--- src/rtl/avr_uart_loader_if.sv ---
// Memory-side bus of the UART loader: byte-wide reads and writes on a 16-bit address.
// The loader is the master; RAM (or a bench model) is the slave and returns mem_rd one cycle after mem_re.
interface avr_uart_loader_if;
  logic [15:0] mem_a;
  logic        mem_we;
  logic        mem_re;
  logic [7:0]  mem_wd;
  logic [7:0]  mem_rd;

  modport master (
    output mem_a,
    output mem_we,
    output mem_re,
    output mem_wd,
    input  mem_rd
  );

  modport slave (
    input  mem_a,
    input  mem_we,
    input  mem_re,
    input  mem_wd,
    output mem_rd
  );
endinterface

--- src/rtl/avr_uart_loader.sv ---
// Host-facing UART bridge: parses W/R/C command frames from rxd, drives the RAM port and cpu_rst,
// and answers each command with a single reply byte on txd.
module avr_uart_loader #(
  parameter logic [7:0] PRESCALER = 8'd12,
  parameter logic [7:0] TIMEOUT   = 8'd255
) (
  input  logic              clk,
  input  logic              rst,
  input  logic              rxd,
  output logic              txd,
  output logic              cpu_rst,
  output logic              busy,
  avr_uart_loader_if.master mem
);

  localparam logic [10:0] BIT_LAST = 11'(8 * (int'(PRESCALER) + 1) - 1);

  typedef enum logic [1:0] {RX_IDLE, RX_START, RX_DATA, RX_STOP} rx_state_t;
  typedef enum logic [2:0] {IDLE, ADDR_HI, ADDR_LO, DATA, MEM, REPLY} state_t;
  typedef enum logic [1:0] {OP_WRITE, OP_READ, OP_CTRL} op_t;
  typedef enum logic {TX_IDLE, TX_SEND} tx_state_t;

  rx_state_t   rx_state, rx_next;
  logic        rxd_q;
  logic [7:0]  rx_pre;
  logic [2:0]  rx_sub;
  logic [2:0]  rx_bits;
  logic [7:0]  rx_shift;
  logic        rx_tick, rx_sample, rx_strobe, rx_ferr;

  state_t      state, next;
  op_t         op;
  logic [15:0] addr;
  logic [7:0]  wdata;
  logic [7:0]  reply;
  logic        rd_pend;
  logic        waiting;
  logic        we, re, tx_load;

  logic [10:0] tmo_div;
  logic [8:0]  tmo_cnt;
  logic        tmo_run, tmo_expired;

  tx_state_t   tx_state, tx_next;
  logic [7:0]  tx_pre;
  logic [2:0]  tx_sub;
  logic [3:0]  tx_cnt;
  logic [8:0]  tx_shift;
  logic        tx_tick, tx_bit_end;

  always_ff @(posedge clk) begin
    if (rst) rx_state <= RX_IDLE;
    else     rx_state <= rx_next;
  end

  always_comb begin
    rx_next = rx_state;
    case (rx_state)
      RX_IDLE:  if (rxd_q && !rxd) rx_next = RX_START;
      RX_START: if (rx_sample) rx_next = rxd ? RX_IDLE : RX_DATA;
      RX_DATA:  if (rx_sample && rx_bits == 3'd7) rx_next = RX_STOP;
      RX_STOP:  if (rx_sample) rx_next = RX_IDLE;
      default:  rx_next = RX_IDLE;
    endcase
  end

  // Samples land on every 8th sub-tick, offset by 4 so they fall mid-bit.
  always_comb begin
    rx_tick   = (rx_pre == PRESCALER);
    rx_sample = rx_tick && (rx_sub == 3'd3);
    rx_strobe = (rx_state == RX_STOP) && rx_sample && rxd;
    rx_ferr   = (rx_state == RX_STOP) && rx_sample && !rxd;
  end

  // rxd_q follows rxd even in reset so an edge coinciding with rst is never seen.
  always_ff @(posedge clk) begin
    rxd_q <= rxd;
    if (rst || rx_state == RX_IDLE) begin
      rx_pre  <= 8'd0;
      rx_sub  <= 3'd0;
      rx_bits <= 3'd0;
    end else begin
      rx_pre <= rx_tick ? 8'd0 : rx_pre + 8'd1;
      if (rx_tick) rx_sub <= rx_sub + 3'd1;
      if (rx_sample && rx_state == RX_DATA) begin
        rx_shift <= {rxd, rx_shift[7:1]};
        rx_bits  <= rx_bits + 3'd1;
      end
    end
  end

  // Inter-byte timer only counts idle line time, so a byte in flight never trips it.
  always_comb begin
    waiting     = (state == ADDR_HI) || (state == ADDR_LO) || (state == DATA);
    tmo_run     = waiting && (rx_state == RX_IDLE);
    tmo_expired = (tmo_cnt > {1'b0, TIMEOUT});
  end

  always_ff @(posedge clk) begin
    if (rst || !tmo_run) begin
      tmo_div <= 11'd0;
      tmo_cnt <= 9'd0;
    end else if (tmo_div == BIT_LAST) begin
      tmo_div <= 11'd0;
      tmo_cnt <= tmo_cnt + 9'd1;
    end else begin
      tmo_div <= tmo_div + 11'd1;
    end
  end

  always_ff @(posedge clk) begin
    if (rst) state <= IDLE;
    else     state <= next;
  end

  always_comb begin
    next = state;
    case (state)
      IDLE:
        if (rx_strobe) begin
          case (rx_shift)
            8'h57, 8'h52: next = ADDR_HI;
            8'h43:        next = DATA;
            default:      next = REPLY;
          endcase
        end
      ADDR_HI: if (rx_strobe) next = ADDR_LO;
      ADDR_LO: if (rx_strobe) next = (op == OP_WRITE) ? DATA : MEM;
      DATA:    if (rx_strobe) next = (op == OP_WRITE) ? MEM : REPLY;
      MEM:     if (op == OP_WRITE || rd_pend) next = REPLY;
      REPLY:   if (tx_state == TX_IDLE) next = IDLE;
      default: next = IDLE;
    endcase
    if (waiting && (rx_ferr || tmo_expired)) next = IDLE;
  end

  always_comb begin
    busy    = (state != IDLE);
    we      = (state == MEM) && (op == OP_WRITE);
    re      = (state == MEM) && (op == OP_READ) && !rd_pend;
    tx_load = (state == REPLY) && (tx_state == TX_IDLE);
  end

  // A read spends two cycles in MEM: strobe first, then capture mem_rd.
  always_ff @(posedge clk) begin
    if (rst) begin
      op      <= OP_WRITE;
      addr    <= 16'd0;
      wdata   <= 8'd0;
      cpu_rst <= 1'b0;
      reply   <= 8'd0;
      rd_pend <= 1'b0;
    end else begin
      rd_pend <= 1'b0;
      case (state)
        IDLE:
          if (rx_strobe) begin
            case (rx_shift)
              8'h57:   op    <= OP_WRITE;
              8'h52:   op    <= OP_READ;
              8'h43:   op    <= OP_CTRL;
              default: reply <= 8'h3F;
            endcase
          end
        ADDR_HI: if (rx_strobe) addr[15:8] <= rx_shift;
        ADDR_LO: if (rx_strobe) addr[7:0] <= rx_shift;
        DATA:
          if (rx_strobe) begin
            if (op == OP_WRITE) begin
              wdata <= rx_shift;
            end else begin
              cpu_rst <= rx_shift[0];
              reply   <= 8'h2E;
            end
          end
        MEM:
          if (op == OP_WRITE) reply <= 8'h2E;
          else if (rd_pend)   reply <= mem.mem_rd;
          else                rd_pend <= 1'b1;
        default: ;
      endcase
    end
  end

  assign mem.mem_a  = addr;
  assign mem.mem_wd = wdata;
  assign mem.mem_we = we;
  assign mem.mem_re = re;

  always_ff @(posedge clk) begin
    if (rst) tx_state <= TX_IDLE;
    else     tx_state <= tx_next;
  end

  always_comb begin
    tx_next = tx_state;
    case (tx_state)
      TX_IDLE: if (tx_load) tx_next = TX_SEND;
      TX_SEND: if (tx_bit_end && tx_cnt == 4'd9) tx_next = TX_IDLE;
      default: tx_next = TX_IDLE;
    endcase
  end

  always_comb begin
    tx_tick    = (tx_pre == PRESCALER);
    tx_bit_end = tx_tick && (tx_sub == 3'd7);
  end

  // tx_shift carries data then the stop bit; ones shift in behind so the line rests high.
  always_ff @(posedge clk) begin
    if (rst) begin
      txd      <= 1'b1;
      tx_pre   <= 8'd0;
      tx_sub   <= 3'd0;
      tx_cnt   <= 4'd0;
      tx_shift <= 9'h1FF;
    end else if (tx_load) begin
      txd      <= 1'b0;
      tx_shift <= {1'b1, reply};
      tx_pre   <= 8'd0;
      tx_sub   <= 3'd0;
      tx_cnt   <= 4'd0;
    end else if (tx_state == TX_SEND) begin
      tx_pre <= tx_tick ? 8'd0 : tx_pre + 8'd1;
      if (tx_tick) tx_sub <= tx_sub + 3'd1;
      if (tx_bit_end) begin
        txd      <= tx_shift[0];
        tx_shift <= {1'b1, tx_shift[8:1]};
        tx_cnt   <= tx_cnt + 4'd1;
      end
    end
  end

endmodule

--- src/flat_wrapper.sv ---
// flat-port wrapper written by rule: the top's interface ports become plain ports
module avr_uart_loader_flat 
#(
  parameter logic [7:0] PRESCALER = 8'd12,
  parameter logic [7:0] TIMEOUT   = 8'd255
)
  (clk, rst, rxd, txd, cpu_rst, busy, mem_mem_a, mem_mem_we, mem_mem_re, mem_mem_wd, mem_mem_rd);
  avr_uart_loader_if mem_i ();
  input  logic clk;
  input  logic rst;
  input  logic rxd;
  output logic txd;
  output logic cpu_rst;
  output logic busy;
  output wire logic [$bits(mem_i.mem_a)-1:0] mem_mem_a;
  output wire logic [$bits(mem_i.mem_we)-1:0] mem_mem_we;
  output wire logic [$bits(mem_i.mem_re)-1:0] mem_mem_re;
  output wire logic [$bits(mem_i.mem_wd)-1:0] mem_mem_wd;
  input wire logic [$bits(mem_i.mem_rd)-1:0] mem_mem_rd;
  assign mem_mem_a = mem_i.mem_a;
  assign mem_mem_we = mem_i.mem_we;
  assign mem_mem_re = mem_i.mem_re;
  assign mem_mem_wd = mem_i.mem_wd;
  assign mem_i.mem_rd = mem_mem_rd;
  avr_uart_loader #(.PRESCALER(PRESCALER), .TIMEOUT(TIMEOUT)) u_core (.clk(clk), .rst(rst), .rxd(rxd), .txd(txd), .cpu_rst(cpu_rst), .busy(busy), .mem(mem_i));
endmodule
--- config.mk ---
export PLATFORM = sky130hd
export DESIGN_NAME = avr_uart_loader_flat
export DESIGN_NICKNAME = d
export VERILOG_FILES = /design/src/rtl/avr_uart_loader_if.sv /design/src/rtl/avr_uart_loader.sv /design/src/flat_wrapper.sv
export SDC_FILE = /design/constraint.sdc
export NUM_CORES = 1
export LEC_CHECK = 0
export ABC_AREA = 1
export BUFFER_PORTS_ARGS = -buffer_cell sky130_fd_sc_hd__buf_2
export CAP_MARGIN = 0
export CORE_MARGIN = 10
export CORE_UTILIZATION = 35
export CTS_BUF_LIST = sky130_fd_sc_hd__clkbuf_4 sky130_fd_sc_hd__clkbuf_8
export CTS_CLUSTER_DIAMETER = 60
export DETAILED_ROUTE_END_ITERATION = 6
export MAX_ROUTING_LAYER = met4
export PLACE_DENSITY = 0.57
export SLEW_MARGIN = 0
export SYNTH_ARGS = -nofsm -noshare
export SYNTH_HDL_FRONTEND = slang
export SYNTH_SLANG_ARGS = --single-unit
--- constraint.sdc ---
create_clock -name clk -period 2.3 [get_ports clk]
set_clock_uncertainty 0.1 [all_clocks]
set_input_delay 0.115 -clock clk [delete_from_list [all_inputs] [get_ports clk]]
set_output_delay 0.115 -clock clk [all_outputs]
set_load 0.02 [all_outputs]
==> impl_metrics.ini, run 1 <==
[timing]
max_frequency_ghz = 0.5096
sum_neg_setup_slack_ns = 0
post-route-worst-setup-slack_ns = 0.3377
worst_slew_pin_slew_ns = 0.6915
final-max-slew-violation-count = 0
period_minus_slack_ns = 1.962
grt_setup_unrepaired = false
worst_hold_slack_ns = 0.3540
setup_viol = 0
timing.final.hold_violations = 0
final_min_period_over_clock_period = 0.8532
slew-limit-headroom = 0.5385

[place]
dp_worst_setup_slack_ns = 0.3189
dp.final_hpwl_um = 7705
dpl_cell_area_um2 = 5329
place.detailed.instances = 865
routabilityCongestion = 0.8132
io_buffer_count = 39

[synth]
post_synthesis_net_count = 678
synthesis.instances = 652
synth-edff-count = 8
postSynthAreaPerCell_um2 = 7.561
post-synth-top-area-fraction = 0.4102
synthesis.area_um2 = 4930
yosysWarningCount = 0
synth_top_cell_by_area = sky130_fd_sc_hd__dfxtp_1
synth_area_leaders = sky130_fd_sc_hd__dfxtp_1 (41%), sky130_fd_sc_hd__nand2_1 (9.4%), sky130_fd_sc_hd__nor2_1 (6.9%), sky130_fd_sc_hd__inv_1 (6.4%), sky130_fd_sc_hd__a21oi_1 (4.9%)
ys_seq_elements = 109
synth-main-ff-cell = sky130_fd_sc_hd__dfxtp_1
ys_types = 40
postSynth.asyncResetShare = 0
synth_sequential_area_ratio = 0.4589

[global_routing]
grt_pass1_wl_um = 17780
grt.total_usage = 0.1090
grt_antenna_before_repair = 0
first_global_vias = 4014
grt.overflow.total = 0
grt_max_degree = 23

[routing]
top_layer_used = met4
routed_wirelength_um = 10390
avgRoutedWirePerCell_um = 11.67
dr_wl_met2_um = 4852
dr_total_vias = 4247
m1WireLength_um = 5012
antenna_left = 0
drt_iter0_markers = 182
detailroute.wirelength.met3_um = 327
post-route-drc-count = 0
detailedRoute.firstPassIterationCount = 4
routed_via_density = 4.767

[floorplanning]
coreArea_um2 = 13830
floorplan.die.height_um = 138.7
initial_core_util = 0.3565
die-width_um = 138.7
placementRows = 43
die-area_um2 = 19230
top_level_port_count = 40

[clock_network]
clock-sinks = 109
cts_buffer_depth = 2
clock-root-buffer = sky130_fd_sc_hd__clkbuf_8
clock_latency_ns = 0.38
htree_num_levels = 3
clkSlewWorstSetupHoldPaths_ns = 0.10
post_cts_resize_count = 0
cts_made_buffers = 9
cts_tree = yes

[power]
power.leakage_nw = 2.303
power.ir.vdd_worst_uv = 271.4
cellPowerDensity_nw_per_um2 = 543.4
p_total_mw = 3.044

[critical_path]
timing.critical_path.cells = inv_1 -> ha_1 -> nand3_2 -> nor2_4 -> nand4_4 -> nor2_4 -> o21ai_0 -> a21oi_1
worst_endpoint_required_time_ns = 2.52
slack_of_the_worst_reg_to_reg_path_ns = 0.34
timing.rr.end = u_core.mem.mem_a[0]$_SDFFE_PP0P_
crit_path_end_kind = register
worstSetupPathType = reg -> reg
worst_path_most_repeated_cell = sky130_fd_sc_hd__nor2_4
timing.critical_path.slowest_cell_delay_ns = 0.37
worstPathArrival_ns = 2.18
crit_slowest_cell = sky130_fd_sc_hd__nor2_4
rr_worst_depth = 8
critical_path.max_fanout = 15
regToRegStartpoint = u_core.rx_pre[0]$_SDFF_PP0_
crit_path_start_kind = register

[finish]
final_cell_count_no_fill = 891
synthToLayoutAreaGrowth_pct = 13.65
antenna-diode-count = 0
multiInputGateArea_um2 = 2248
layout.core_utilization = 0.4052
fillerInstances = 1417
nets = 732
post-route-cell-area_um2 = 5603
layout.area.seq_um2 = 2262
post_route_cells_drive_above_1_share = 0.1294

[min_path]
worst_hold_start = u_core.rx_bits[2]$_SDFFE_PP0P_
hp-class = reg -> reg
min_path_cells = 2
worst_case_hold_path_end_point = u_core.rx_bits[2]$_SDFFE_PP0P_

[run_status]
run_status = finished, final reports clean

[job]
cap_viol_max_count = 0
-- worst max-delay path: cells and delay by family, from the launching register on --
kind / cells / cell delay, ns
and+or+nand+nor: 4 / 0.94
adders and majority gates: 1 / 0.15
DFF: 1 / 0.34
AOI/OAI and AO/OA: 2 / 0.31
buffers and inverters: 1 / 0.06
-- synthesized netlist by cell type (all sizes together), types with 8 or more instances --
cell    instances
nand2         128
dfxtp         101
nor2           99
inv            90
a21oi          52
o21ai          45
nand3          30
nand4          23
ha             15
nor3           15
buf             9
edfxtp          8
o211ai          8
-- area by class of cell --
cell class                      count  share of cell area
Multi-Input combinational cell    438              0.4013
Inverter                           92             0.06163
Timing Repair Buffer               56             0.06208
Clock buffer                        9             0.02211
Tap cell                          180             0.04020
Clock inverter                      7            0.008933
Sequential cell                   109              0.4038
-- routing by layer --
metal | up-vias | GRT usage
met5 | - | -
met4 | 0 | 0.04613
met2 | 56 | 0.1732
met3 | 18 | 0.02466
met1 | 1945 | 0.1301
li1 | 2228 | -
-- power by group --
part	switching, mW	internal, mW
Sequential	0.00346	1.91
Clock	0.661	0.398
Combinational	0.0434	0.0299
Total	0.707	2.34
-- worst max path at each step --
stage / startpoint / endpoint / cells past startpoint
final: u_core.rx_pre[0]$_SDFF_PP0_ / u_core.mem.mem_a[0]$_SDFFE_PP0P_ / 8
after global routing: u_core.rx_pre[0]$_SDFF_PP0_ / u_core.mem.mem_a[10]$_SDFFE_PP0P_ / 8
after CTS: u_core.rx_pre[0]$_SDFF_PP0_ / u_core.mem.mem_a[0]$_SDFFE_PP0P_ / 8
after detailed placement: u_core.rx_pre[0]$_SDFF_PP0_ / u_core.mem.mem_a[0]$_SDFFE_PP0P_ / 8
after global placement: u_core.rx_pre[0]$_SDFF_PP0_ / u_core.mem.mem_a[1]$_SDFFE_PP0P_ / 9
after floorplan: u_core.rx_pre[0]$_SDFF_PP0_ / u_core.rx_shift[0]$_DFFE_PP_ / 7
-- state kept, by name, indices dropped and copies added, names as in the netlist, named ones only --
register / count
u_core.mem.mem_a: 16
u_core.tmo_div: 11
u_core.tmo_cnt: 9
u_core.mem.mem_wd: 8
u_core.reply: 8
u_core.rx_pre: 8
u_core.rx_shift: 8
u_core.tx_pre: 8
u_core.tx_shift: 8
u_core.tx_cnt: 4
u_core.rx_bits: 3
u_core.rx_sub: 3
u_core.state: 3
u_core.tx_sub: 3
u_core.op: 2
u_core.cpu_rst: 1
u_core.rd_pend: 1
u_core.rx_state: 1
u_core.rxd_q: 1
u_core.tx_state: 1
u_core.txd: 1
-- cells by family (layout without fill, tap and decap cells) --
group / after synthesis / count (layout) / share of synthesized area
DFF: 109 / 109 / 0.4589
buffers and inverters: 105 / 164 / 0.08502
adders and majority gates: 15 / 15 / 0.03807
xor gates and xnor gates: 5 / 5 / 0.008883
AOI/OAI and AO/OA: 111 / 111 / 0.1244
and+or+nand+nor: 307 / 307 / 0.2848
-- what timing repair did --
item | 4_1_cts | 5_1_grt
hold endpoints to repair | 15 | 0
buffers inserted | 0 | 0
hold buffers | 10 | 0
endpoints found under the setup margin | 0 | 0
-- cells in the final DEF, fill, tap and decap left out, types with 2 or more instances in the layout --
cell,count
sky130_fd_sc_hd__clkinv_1,3
sky130_fd_sc_hd__o21a_1,2
sky130_fd_sc_hd__inv_2,6
sky130_fd_sc_hd__buf_4,7
sky130_fd_sc_hd__o21ai_1,7
sky130_fd_sc_hd__inv_1,84
sky130_fd_sc_hd__nand3_2,2
sky130_fd_sc_hd__nor2_2,4
sky130_fd_sc_hd__clkbuf_8,9
sky130_fd_sc_hd__buf_2,39
sky130_fd_sc_hd__nor2_4,4
sky130_fd_sc_hd__xor2_1,5
sky130_fd_sc_hd__nand2_1,124
sky130_fd_sc_hd__o211ai_1,8
sky130_fd_sc_hd__o21ai_0,36
sky130_fd_sc_hd__nand3_1,27
sky130_fd_sc_hd__nor4_1,2
sky130_fd_sc_hd__a21oi_2,4
sky130_fd_sc_hd__clkinvlp_4,2
sky130_fd_sc_hd__nand2_2,3
sky130_fd_sc_hd__ha_1,15
sky130_fd_sc_hd__or2_2,2
sky130_fd_sc_hd__a21oi_1,48
sky130_fd_sc_hd__o21ai_2,2
sky130_fd_sc_hd__nor3b_1,6
sky130_fd_sc_hd__edfxtp_1,8
sky130_fd_sc_hd__dlygate4sd3_1,10
sky130_fd_sc_hd__nand4_1,22
sky130_fd_sc_hd__nor2_1,91
sky130_fd_sc_hd__inv_6,2
sky130_fd_sc_hd__nand3b_1,2
sky130_fd_sc_hd__nor3_1,14
sky130_fd_sc_hd__dfxtp_1,101
Power figures use the tool's default switching activity.
==> run 2: changes to the inputs <==
--- a/config.mk
+++ b/config.mk
@@ -14,7 +14,7 @@
 export CTS_CLUSTER_DIAMETER = 60
 export DETAILED_ROUTE_END_ITERATION = 6
 export MAX_ROUTING_LAYER = met4
-export PLACE_DENSITY = 0.57
+export PLACE_DENSITY = 0.59
 export SLEW_MARGIN = 0
 export SYNTH_ARGS = -nofsm -noshare
 export SYNTH_HDL_FRONTEND = slang
==> constraint.sdc (replaced) <==
create_clock -name clk -period 1.7 [get_ports clk]
set_clock_uncertainty 0.1 [all_clocks]
set_input_delay 0.085 -clock clk [delete_from_list [all_inputs] [get_ports clk]]
set_output_delay 0.085 -clock clk [all_outputs]
set_load 0.02 [all_outputs]
==> run 2 against run 1 <==
First-iteration DRC count rose by 21%; via count rose by 3.2%; fmax increased by 16%; sequential power rose by 36%; wire length up 4.3%; cell count grew 5.1%.
==> impl_metrics.ini, run 2 (synthesized netlist as in run 1, its figures left out) <==
[run_status]
run_status = finished, final reports clean

[place]
routabilityCongestion = 0.8794
io_buffer_count = 39
dp.final_hpwl_um = 7713

[routing]
routed_wirelength_um = 10840
dr_total_vias = 4385
drt_iter0_markers = 220
routed_via_density = 4.685
detailedRoute.firstPassIterationCount = 4
post-route-drc-count = 0
antenna_left = 0
avgRoutedWirePerCell_um = 11.58

[critical_path]
timing.critical_path.slowest_cell_delay_ns = 0.35
worstSetupPathType = reg -> reg
slack_of_the_worst_reg_to_reg_path_ns = 0.007
crit_path_end_kind = register
crit_slowest_cell = sky130_fd_sc_hd__dfxtp_2
worstPathArrival_ns = 1.89
critical_path.endpoint = u_core.reply[5]$_SDFFE_PP0P_
worstSetupStartpoint = u_core.rx_pre[1]$_SDFF_PP0_
crit_path_start_kind = register
family_with_the_most_delay_on_the_worst_path = simple AND/OR/NAND/NOR gates
worstPathBufferInverterCount = 2
timing.critical_path.cells = inv_2 -> ha_4 -> nand3_4 -> nor2_4 -> nand4_4 -> nand2_4 -> buf_6 -> nand4_1 -> nand2_1 -> nor2_1
rr_worst_depth = 10
worstSetupPathDepth = 10
worst_endpoint_required_time_ns = 1.89
timing.rr.end = u_core.reply[5]$_SDFFE_PP0P_
regToRegStartpoint = u_core.rx_pre[1]$_SDFF_PP0_
critical_path.max_fanout = 7

[timing]
slew-limit-headroom = 0.7548
setup_viol = 0
max_frequency_ghz = 0.5906
worst_slew_pin_slew_ns = 0.3639
final_min_period_over_clock_period = 0.9961
grt_setup_unrepaired = true
worst_hold_slack_ns = 0.3544
final-max-slew-violation-count = 0
period_minus_slack_ns = 1.693
timing.final.hold_violations = 0

[power]
power.ir.vdd_worst_uv = 321.5
p_total_mw = 4.241
cellPowerDensity_nw_per_um2 = 691.1
power.leakage_nw = 2.564

[clock_network]
clock_latency_ns = 0.38
cts_made_buffers = 9
clock-root-buffer = sky130_fd_sc_hd__clkbuf_8
clock-sinks = 109
htree_num_levels = 3
cts_buffer_depth = 2
clkSlewWorstSetupHoldPaths_ns = 0.11
cts_tree = yes

[global_routing]
first_global_vias = 4159
grt.overflow.total = 0
grt_max_degree = 38
grt_antenna_before_repair = 0
grt_pass1_wl_um = 18250
grt.total_usage = 0.1117

[floorplanning]
die-area_um2 = 19230
placementRows = 43
coreArea_um2 = 13830
floorplan.die.height_um = 138.7
initial_core_util = 0.3565
top_level_port_count = 40
die-width_um = 138.7

[finish]
antenna-diode-count = 0
most-common-layout-cells = sky130_fd_sc_hd__nand2_1 (119), sky130_fd_sc_hd__dfxtp_1 (93), sky130_fd_sc_hd__nor2_1 (81)
fillerInstances = 1314
post_route_cells_drive_above_1_share = 0.2354
largest_register_ffs = 16
synthToLayoutAreaGrowth_pct = 24.47
layout.core_utilization = 0.4438
nets = 777
layout.cells.most_common = sky130_fd_sc_hd__nand2_1

[min_path]
hp-class = reg -> reg

[job]
cap_viol_max_count = 0
## run 2: where the power goes
group | internal, mW | leakage [nW] | switching, mW
clock | 0.577 | 0.0975 | 0.968
combinational | 0.0446 | 1.58 | 0.0629
sequential | 2.58 | 0.890 | 0.00457
## run 2: repair_timing
item                                    4_1_cts  5_1_grt
hold buffers                                 10        0
endpoints found under the setup margin       18       82
pin swaps                                     1       15
resized for setup                             2       46
endpoints found under the hold margin        20        0
gates cloned                                  0        1
buffers inserted                              1       10
## run 2: worst register-to-register path: stages, from the launching register on
cell and delay [ns]:
sky130_fd_sc_hd__dfxtp_2 0.35, sky130_fd_sc_hd__inv_2 0.06, sky130_fd_sc_hd__ha_4 0.13, sky130_fd_sc_hd__nand3_4 0.06
sky130_fd_sc_hd__nor2_4 0.13, sky130_fd_sc_hd__nand4_4 0.24, sky130_fd_sc_hd__nand2_4 0.23, sky130_fd_sc_hd__buf_6 0.12
sky130_fd_sc_hd__nand4_1 0.08, sky130_fd_sc_hd__nand2_1 0.07, sky130_fd_sc_hd__nor2_1 0.04
## run 2: worst min-delay path by stage
stage,startpoint,endpoint,cells past startpoint
final,u_core.rx_bits[2]$_SDFFE_PP0P_,u_core.rx_bits[2]$_SDFFE_PP0P_,2
after global routing,rxd,u_core.rxd_q$_DFF_P_,2
after CTS,rxd,u_core.rxd_q$_DFF_P_,2
after detailed placement,rxd,u_core.rxd_q$_DFF_P_,1
after global placement,rxd,u_core.rxd_q$_DFF_P_,1
after floorplan,rxd,u_core.rxd_q$_DFF_P_,0
## run 2: cell type report
cell class                      instances  area, um^2  share of cell area
Multi-Input combinational cell        439        2377              0.3874
Tap cell                              180       225.2             0.03670
Sequential cell                       109        2272              0.3703
Clock buffer                            9       123.9             0.02019
Timing Repair Buffer                  100       718.2              0.1170
Inverter                               92       352.8             0.05750
Clock inverter                          7       66.31             0.01081
## run 2: layer usage
metal  share of wire  GRT usage  wire length, um  vias up
li1                -          -                -     2327
met1            0.47     0.1317             5043     1982
met2            0.49     0.1790             5300       60
met3           0.023    0.01849              252       16
met4           0.022    0.05931              242        0
met5               0          -                0        -
## run 2: metrics by stage
step           std cells  area, um^2  setup slack (ns)   TNS, ns
3_5_place_dp         898        5612          -0.01021  -0.05995
4_1_cts              925        5926         0.0005251         0
2_1_floorplan        652        4956          -0.01047  -0.08376
6_report             936        6136          0.006686         0
5_1_grt              936        6136           -0.1320    -3.770
3_3_place_gp         898        5612           0.01550         0
